File: src/rtl/arm_defs.sv
// Shared encodings for the ARM conditional-execution path:
// condition codes, NZCV bit positions and flag-write group masks.
package arm_defs;

  localparam logic [3:0] COND_EQ = 4'b0000;
  localparam logic [3:0] COND_NE = 4'b0001;
  localparam logic [3:0] COND_CS = 4'b0010;
  localparam logic [3:0] COND_CC = 4'b0011;
  localparam logic [3:0] COND_MI = 4'b0100;
  localparam logic [3:0] COND_PL = 4'b0101;
  localparam logic [3:0] COND_VS = 4'b0110;
  localparam logic [3:0] COND_VC = 4'b0111;
  localparam logic [3:0] COND_HI = 4'b1000;
  localparam logic [3:0] COND_LS = 4'b1001;
  localparam logic [3:0] COND_GE = 4'b1010;
  localparam logic [3:0] COND_LT = 4'b1011;
  localparam logic [3:0] COND_GT = 4'b1100;
  localparam logic [3:0] COND_LE = 4'b1101;
  localparam logic [3:0] COND_AL = 4'b1110;
  localparam logic [3:0] COND_NV = 4'b1111;

  localparam int FLAG_N = 3;
  localparam int FLAG_Z = 2;
  localparam int FLAG_C = 1;
  localparam int FLAG_V = 0;

  localparam logic [1:0] FLAGW_NZ = 2'b10;
  localparam logic [1:0] FLAGW_CV = 2'b01;

endpackage

File: src/rtl/cond_logic_cond_check.sv
// Combinational condition evaluator: Cond field against
// the registered NZCV flags.
module cond_check
  import arm_defs::*;
(
  input  logic [3:0] cond,
  input  logic [3:0] flags,
  output logic       condex,
  output logic       condinvalid
);

  logic n, z, c, v, ge;

  assign n  = flags[FLAG_N];
  assign z  = flags[FLAG_Z];
  assign c  = flags[FLAG_C];
  assign v  = flags[FLAG_V];
  assign ge = (n == v);

  always_comb begin
    condex      = 1'b0;
    condinvalid = 1'b0;
    case (cond)
      COND_EQ: condex = z;
      COND_NE: condex = ~z;
      COND_CS: condex = c;
      COND_CC: condex = ~c;
      COND_MI: condex = n;
      COND_PL: condex = ~n;
      COND_VS: condex = v;
      COND_VC: condex = ~v;
      COND_HI: condex = c & ~z;
      COND_LS: condex = ~c | z;
      COND_GE: condex = ge;
      COND_LT: condex = ~ge;
      COND_GT: condex = ~z & ge;
      COND_LE: condex = z | ~ge;
      COND_AL: condex = 1'b1;
      COND_NV: condinvalid = 1'b1;
      default: begin
        condex      = 1'b0;
        condinvalid = 1'b0;
      end
    endcase
  end

endmodule

File: src/rtl/cond_logic.sv
// Conditional-execution unit: NZCV flag registers,
// condition check and gating of decoder write strobes.
module cond_logic
  import arm_defs::*;
#(
  parameter logic [3:0] FLAG_RESET = 4'b0000
) (
  input  logic       clk,
  input  logic       reset,
  input  logic       En,
  input  logic [3:0] Cond,
  input  logic [3:0] ALUFlags,
  input  logic [1:0] FlagW,
  input  logic       PCS,
  input  logic       RegW,
  input  logic       MemW,
  input  logic       NoWrite,
  output logic       PCSrc,
  output logic       RegWrite,
  output logic       MemWrite,
  output logic       CondEx,
  output logic       CondInvalid,
  output logic [3:0] Flags
);

  logic [1:0] nz_q;
  logic [1:0] cv_q;
  logic       go;
  logic       nz_we;
  logic       cv_we;

  assign Flags = {nz_q, cv_q};

  cond_check u_check (
    .cond        (Cond),
    .flags       (Flags),
    .condex      (CondEx),
    .condinvalid (CondInvalid)
  );

  assign go    = En & CondEx;
  assign nz_we = go & |(FlagW & FLAGW_NZ);
  assign cv_we = go & |(FlagW & FLAGW_CV);

  assign PCSrc    = PCS & go;
  assign RegWrite = RegW & go & ~NoWrite;
  assign MemWrite = MemW & go;

  // Groups update independently so logic ops can keep C/V.
  always_ff @(posedge clk or posedge reset) begin
    if (reset) begin
      nz_q <= FLAG_RESET[3:2];
      cv_q <= FLAG_RESET[1:0];
    end else begin
      if (nz_we) nz_q <= ALUFlags[3:2];
      if (cv_we) cv_q <= ALUFlags[1:0];
    end
  end

endmodule

File: config.mk
export PLATFORM = sky130hd
export DESIGN_NAME = cond_logic
export DESIGN_NICKNAME = d
export VERILOG_FILES = /design/src/rtl/arm_defs.sv /design/src/rtl/cond_logic_cond_check.sv /design/src/rtl/cond_logic.sv
export SDC_FILE = /design/constraint.sdc
export NUM_CORES = 1
export LEC_CHECK = 0
export CORE_AREA = 2 2 39 41
export CTS_BUF_LIST = sky130_fd_sc_hd__clkbuf_4 sky130_fd_sc_hd__clkbuf_8 sky130_fd_sc_hd__clkbuf_16
export DETAILED_ROUTE_END_ITERATION = 10
export DIE_AREA = 0 0 41 43
export PLACE_DENSITY = 0.69
export SLEW_MARGIN = 20
export SYNTH_ARGS = -nofsm -noshare
export SYNTH_HDL_FRONTEND = slang
export SYNTH_SLANG_ARGS = --single-unit
File: constraint.sdc
create_clock -name clk -period 5.1 [get_ports clk]
set_input_delay 1.53 -clock clk [delete_from_list [all_inputs] [get_ports clk]]
set_output_delay 1.53 -clock clk [all_outputs]
set_load 0.01 [all_outputs]
==> impl_metrics.env, run 1 <==
export IMPL_first_global_vias=447
export IMPL_grt_max_degree=9
export IMPL_vias_per_cell=5.09
export IMPL_skew_ps=3.93
export IMPL_crit_slowest_cell="clkdlybuf4s50_1"
export IMPL_worst_setup_path_end_kind="primary output"
export IMPL_period_minus_slack_ps=4960
export IMPL_required_ps=3570
export IMPL_n_antenna_cell=0
export IMPL_crit_start="Cond[1]"
export IMPL_powerDensity_nw_per_um2=343
export IMPL_max_cap_viol_count=0
export IMPL_final_net_count=104
export IMPL_p_int_mw=0.172
export IMPL_seq_area_frac_synth=0.222
export IMPL_postSynth_asyncResetShare=1.00
export IMPL_setup_tns_ps=0
export IMPL_seq_power_share=0.276
export IMPL_crit_chain="clkdlybuf4s50_1, or3b_1, nand3_1, a32oi_2, a31oi_2, and2_1, clkdlybuf4s50_1"
export IMPL_worstSkewPairLatency_ps=240
export IMPL_hold_path_class="reg2reg"
export IMPL_ys_flop_type="dfrtp_1"
export IMPL_synth_largest_area_cell="dfrtp_1"
export IMPL_synth_common_cells="mux2_1, nand2_1, dfrtp_1, inv_1"
export IMPL_p_leak_nw=0.356
export IMPL_drt_total_wl_um=1100
export IMPL_slew_viol_final=0
export IMPL_critPathMaxFanout=3
export IMPL_io_pins=26
export IMPL_critPathBufInv=2
export IMPL_fill_cells=127
export IMPL_synth_area_leaders="dfrtp_1, mux2_1, a31oi_1"
export IMPL_ys_ff_latch=4
export IMPL_critPathTopFamily="buffers and inverters"
export IMPL_synth_cell_types=28
export IMPL_core_area_sq_um=1380
export IMPL_synth_cells=51
export IMPL_grt_overflow=0
export IMPL_rsz0062_at_grt="no"
export IMPL_synth_top_area_frac=0.222
export IMPL_drive_gt1_frac=0.200
export IMPL_ir_drop_v=0.000246
export IMPL_drtIter0Drc=4
export IMPL_area_delta_synth_final_pct=75.8
export IMPL_drc=0
export IMPL_wl_per_cell_um=10.9
export IMPL_fmax_ghz=0.201
export IMPL_antenna_found_initial=0
export IMPL_crit_path_max_incr_delay_ps=530
export IMPL_io_buffers=25
export IMPL_cp_start_kind="input port"
export IMPL_drtAntennaViolNets=0
export IMPL_hold_start="cv_q[0]"
export IMPL_row_count=14
export IMPL_clkPwrFrac=0.144
export IMPL_path_class="in2out"
export IMPL_gp_congestion=0.699
export IMPL_htree_num_levels=1
export IMPL_die_w_um=41
export IMPL_hold_viol=0
export IMPL_pwr_share_comb=0.581
export IMPL_clkTransAtPathRegs_ps=30
export IMPL_postPlaceCellArea_sq_um=764
export IMPL_ys_warnings_count=0
export IMPL_status="finished clean"
export IMPL_power_switching_mw=0.0992
export IMPL_cts_buffer_depth=2
export IMPL_clock_sink_count=4
export IMPL_crit_arrival_ps=3430
export IMPL_cts_tree="done"
export IMPL_syn_num_nets=68
export IMPL_final_area_sq_um=792
export IMPL_dp_final_hpwl_um=899
export IMPL_initial_core_util=0.325
export IMPL_max_slew_margin=0.804
export IMPL_die_area_sq_um=1760
export IMPL_cts_hold_buf=0
export IMPL_tightest_slew_ps=292
export IMPL_cts_buffers=3
export IMPL_avgSynthCellArea_sq_um=8.83
export IMPL_r2r_start="nz_q[1]"
export IMPL_setup_violations_final=0
export IMPL_final_util=0.572
export IMPL_grt_usage=0.151
export IMPL_vias=514
export IMPL_first_pass_iters=4
export IMPL_die_y_um=43
export IMPL_grt_pass1_wl_um=1780
export IMPL_synth_edf_count=0
export IMPL_min_period_over_period=0.973
export IMPL_cts_root_buffer="clkbuf_4"
export IMPL_netlist_area_sq_um=450
export IMPL_sw_frac_of_total=0.365
export IMPL_crit_top_cell="clkdlybuf4s50_1"
layout by cell type, fill, tap and decap left out, types with 3 or more instances in the layout:
| cell | count |
|---|---|
| nand2b_1 | 3 |
| dlygate4sd2_1 | 3 |
| dfrtp_1 | 4 |
| inv_1 | 4 |
| buf_4 | 9 |
| nand3_1 | 3 |
| clkbuf_4 | 3 |
| clkdlybuf4s50_1 | 21 |
| nand2_1 | 5 |
| mux2_1 | 5 |
power groups by stage:
stage	Sequential (mW)	Combinational (mW)	Clock [mW]
detailed placement	0.0763	0.158	0
global placement	0.0762	0.157	0
finish	0.0749	0.158	0.0390
global route	0.0797	0.174	0.0435
CTS	0.0761	0.158	0.0412
floorplan	0.0767	0.0730	0
final cells by class:
| cell class | count | area [sq um] | share of cell area |
|---|---|---|---|
| Multi-Input combinational cell | 40 | 318 | 0.401 |
| Timing Repair Buffer | 34 | 317 | 0.400 |
| Sequential cell | 4 | 100 | 0.126 |
| Clock buffer | 3 | 22.5 | 0.0284 |
| Tap cell | 16 | 20.0 | 0.0253 |
| Inverter | 4 | 15.0 | 0.0190 |
kinds of logic (layout without fill, tap and decap cells):
group                     Yosys count  after routing  share of synthesized area
and+or+nand+nor                    23             23                      0.325
xor gates and xnor gates            2              2                     0.0389
AOI/OAI and AO/OA                   9              9                      0.181
muxes                               6              6                      0.147
buffers and inverters               7             41                     0.0861
DFF                                 4              4                      0.222
metrics by stage:
stage,setup WS (ps),power [mW],hold WS (ps),instances
finish,137,0.272,596,101
global placement,-35.6,0.234,587,98
global route,4.88,0.298,628,101
floorplan,925,0.150,592,51
detailed placement,-63.5,0.234,590,98
CTS,67.5,0.275,602,101
metal layers:
metal	GRT usage	share of wire	up-vias
li1	-	-	257
met1	0.199	0.43	233
met2	0.213	0.47	19
met3	0.0314	0.073	5
met4	0.100	0.025	0
met5	0	0	-
flip-flops by register name, summed over array words and instances, names as in the netlist:
register  cells
nz_q          2
cv_q          2
path summary, 6_finish.rpt:
kind | end | slack (ps) | cells past startpoint
setup / recovery | MemWrite | 140 | 7
hold / removal | cv_q[0] | 600 | 1
setup reg to reg | cv_q[1] | 3200 | 6
hold reg to reg | cv_q[0] | 600 | 1
max in group asynchronous | cv_q[1] | 3480 | 2
min in group asynchronous | nz_q[1] | 1470 | 2
what timing repair did:
| item | CTS | global route |
|---|---|---|
| endpoints found under the setup margin | 3 | 3 |
| setup buffers | 0 | 0 |
| gates resized for setup | 3 | 2 |
| pin swaps | 1 | 3 |
No activity file was read; power rests on OpenSTA's default activity.
==> inputs of run 2 (changes only) <==
--- a/config.mk
+++ b/config.mk
@@ -10,6 +10,7 @@
 export DETAILED_ROUTE_END_ITERATION = 10
 export DIE_AREA = 0 0 41 43
 export PLACE_DENSITY = 0.69
+export SKIP_CTS_REPAIR_TIMING = 1
 export SLEW_MARGIN = 20
 export SYNTH_ARGS = -nofsm -noshare
 export SYNTH_HDL_FRONTEND = slang
==> run 2 against run 1 <==
  * Routed wire length grew 4.6%
  * Critical path depth increased by 1
  * Sequential cell count stayed put
  * Total power grew 1.9%
  * Clock-buffer cell count unchanged
  * Worst hold slack got worse by 0.67 ps
  * Cell count stayed put
  * Clock power barely moved
  * Design area up 2.8%
  * Non-clock buffer count unchanged
  * Largest cell class is now non-clock buffers
  * Highest routed layer unchanged
==> impl_metrics.env, run 2 (synthesis gave the netlist of run 1 again) <==
export IMPL_dp_final_hpwl_um=899
export IMPL_n_antenna_cell=0
export IMPL_cp_start_kind="input port"
export IMPL_wl_per_cell_um=11.4
export IMPL_cts_root_buffer="clkbuf_4"
export IMPL_setup_violations_final=0
export IMPL_fmax_ghz=0.205
export IMPL_r2r_slack_ps=3190
export IMPL_path_class="in2out"
export IMPL_clkTransAtPathRegs_ps=30
export IMPL_row_count=14
export IMPL_place_inst=98
export IMPL_vias_per_cell=5.03
export IMPL_crit_start="Cond[1]"
export IMPL_drtIter0Drc=4
export IMPL_die_w_um=41
export IMPL_clock_sink_count=4
export IMPL_grt_max_degree=9
export IMPL_r2r_start="nz_q[1]"
export IMPL_first_pass_iters=4
export IMPL_critPathMaxFanout=6
export IMPL_final_common_cell="clkdlybuf4s50_1"
export IMPL_r2r_end="cv_q[1]"
export IMPL_crit_path_max_incr_delay_ps=480
export IMPL_cts_buffers=3
export IMPL_htree_num_levels=1
export IMPL_die_area_sq_um=1760
export IMPL_hold_viol=0
export IMPL_cts_buffer_depth=2
export IMPL_min_period_over_period=0.957
export IMPL_antenna_found_initial=0
export IMPL_worst_setup_path_end_kind="primary output"
export IMPL_max_slew_margin=0.804
export IMPL_grt_usage=0.151
export IMPL_hold_ws_ps=595
export IMPL_status="finished clean"
export IMPL_drive_gt1_frac=0.212
export IMPL_die_y_um=43
export IMPL_core_area_sq_um=1380
export IMPL_fin_cells=101
export IMPL_skew_ps=3.86
export IMPL_gp_congestion=0.699
export IMPL_final_cell_mix="clkdlybuf4s50_1, buf_4, dlymetal6s2s_1, nand2_1, mux2_1"
export IMPL_worstSetupEndpoint="CondEx"
export IMPL_crit_slowest_cell="clkdlybuf4s50_1"
export IMPL_max_cap_viol_count=0
export IMPL_io_pins=26
export IMPL_grt_overflow=0
export IMPL_initial_core_util=0.325
export IMPL_slew_viol_final=0
export IMPL_vias=508
export IMPL_powerDensity_nw_per_um2=340
export IMPL_drc=0
export IMPL_drt_total_wl_um=1150
export IMPL_first_global_vias=447
export IMPL_setup_tns_ps=0
export IMPL_crit_arrival_ps=3350
export IMPL_p_leak_nw=0.414
export IMPL_top_regs="cv_q x2, nz_q x2"
export IMPL_final_net_count=104
export IMPL_io_buffers=25
export IMPL_area_delta_synth_final_pct=80.8
export IMPL_tightest_slew_ps=293
export IMPL_ir_drop_v=0.000249
export IMPL_cts_tree="done"
export IMPL_worst_r2r_path_depth=6
export IMPL_rsz0062_at_grt="no"
export IMPL_drtAntennaViolNets=0
export IMPL_period_minus_slack_ps=4880
export IMPL_worstSkewPairLatency_ps=240
export IMPL_hold_path_class="reg2reg"
export IMPL_required_ps=3570
export IMPL_grt_pass1_wl_um=1780
export IMPL_crit_chain="clkdlybuf4s50_1, buf_4, mux2i_1, o21bai_1, a32oi_2, buf_4, nand3_1, clkdlybuf4s50_1"
==> run 2: critical path: cells and delay by family <==
kind                   cells  cell delay, ps
and+or+nand+nor            1              60
muxes                      1             180
AOI/OAI and AO/OA          2             310
buffers and inverters      4            1270
==> run 2: per-layer routing <==
metal / part of all wire / vias up / global-route usage
met4: 0.023 / 0 / 0.100
met3: 0.070 / 5 / 0.0314
met2: 0.48 / 19 / 0.213
met1: 0.43 / 229 / 0.199
met5: 0 / - / 0
li1: - / 255 / -
==> run 2: worst min path at each step <==
stage | startpoint | end | slack [ps] | cells after the start
6_report | cv_q[0] | cv_q[0] | 600 | 1
5_1_grt | cv_q[0] | cv_q[0] | 630 | 1
4_1_cts | cv_q[0] | cv_q[0] | 600 | 1
3_5_place_dp | cv_q[0] | cv_q[0] | 590 | 1
3_3_place_gp | cv_q[0] | cv_q[0] | 590 | 1
2_1_floorplan | cv_q[1] | cv_q[1] | 590 | 1
==> run 2: power breakdown <==
part / total, mW / internal (mW) / switching (mW)
Combinational: 0.161 / 0.0993 / 0.0613
Sequential: 0.0771 / 0.0481 / 0.0290
Clock: 0.0389 / 0.0263 / 0.0127
==> run 2: metrics by stage <==
stage	utilization	setup WS [ps]	cell area, sq um	power [mW]
floorplan	-	925	450	0.150
global placement	0.552	-35.6	764	0.234
detailed placement	0.552	-63.5	764	0.234
CTS	0.569	-77.2	787	0.276
global route	0.589	98.9	815	0.301
finish	0.589	217	815	0.277
==> run 2: layout make-up <==
cell class	count	area [sq um]
inverter	4	15.0
tap	16	20.0
fill	123	569
clock buffer	3	22.5
multi-input combinational	40	324
timing repair buffer	34	333
sequential	4	100
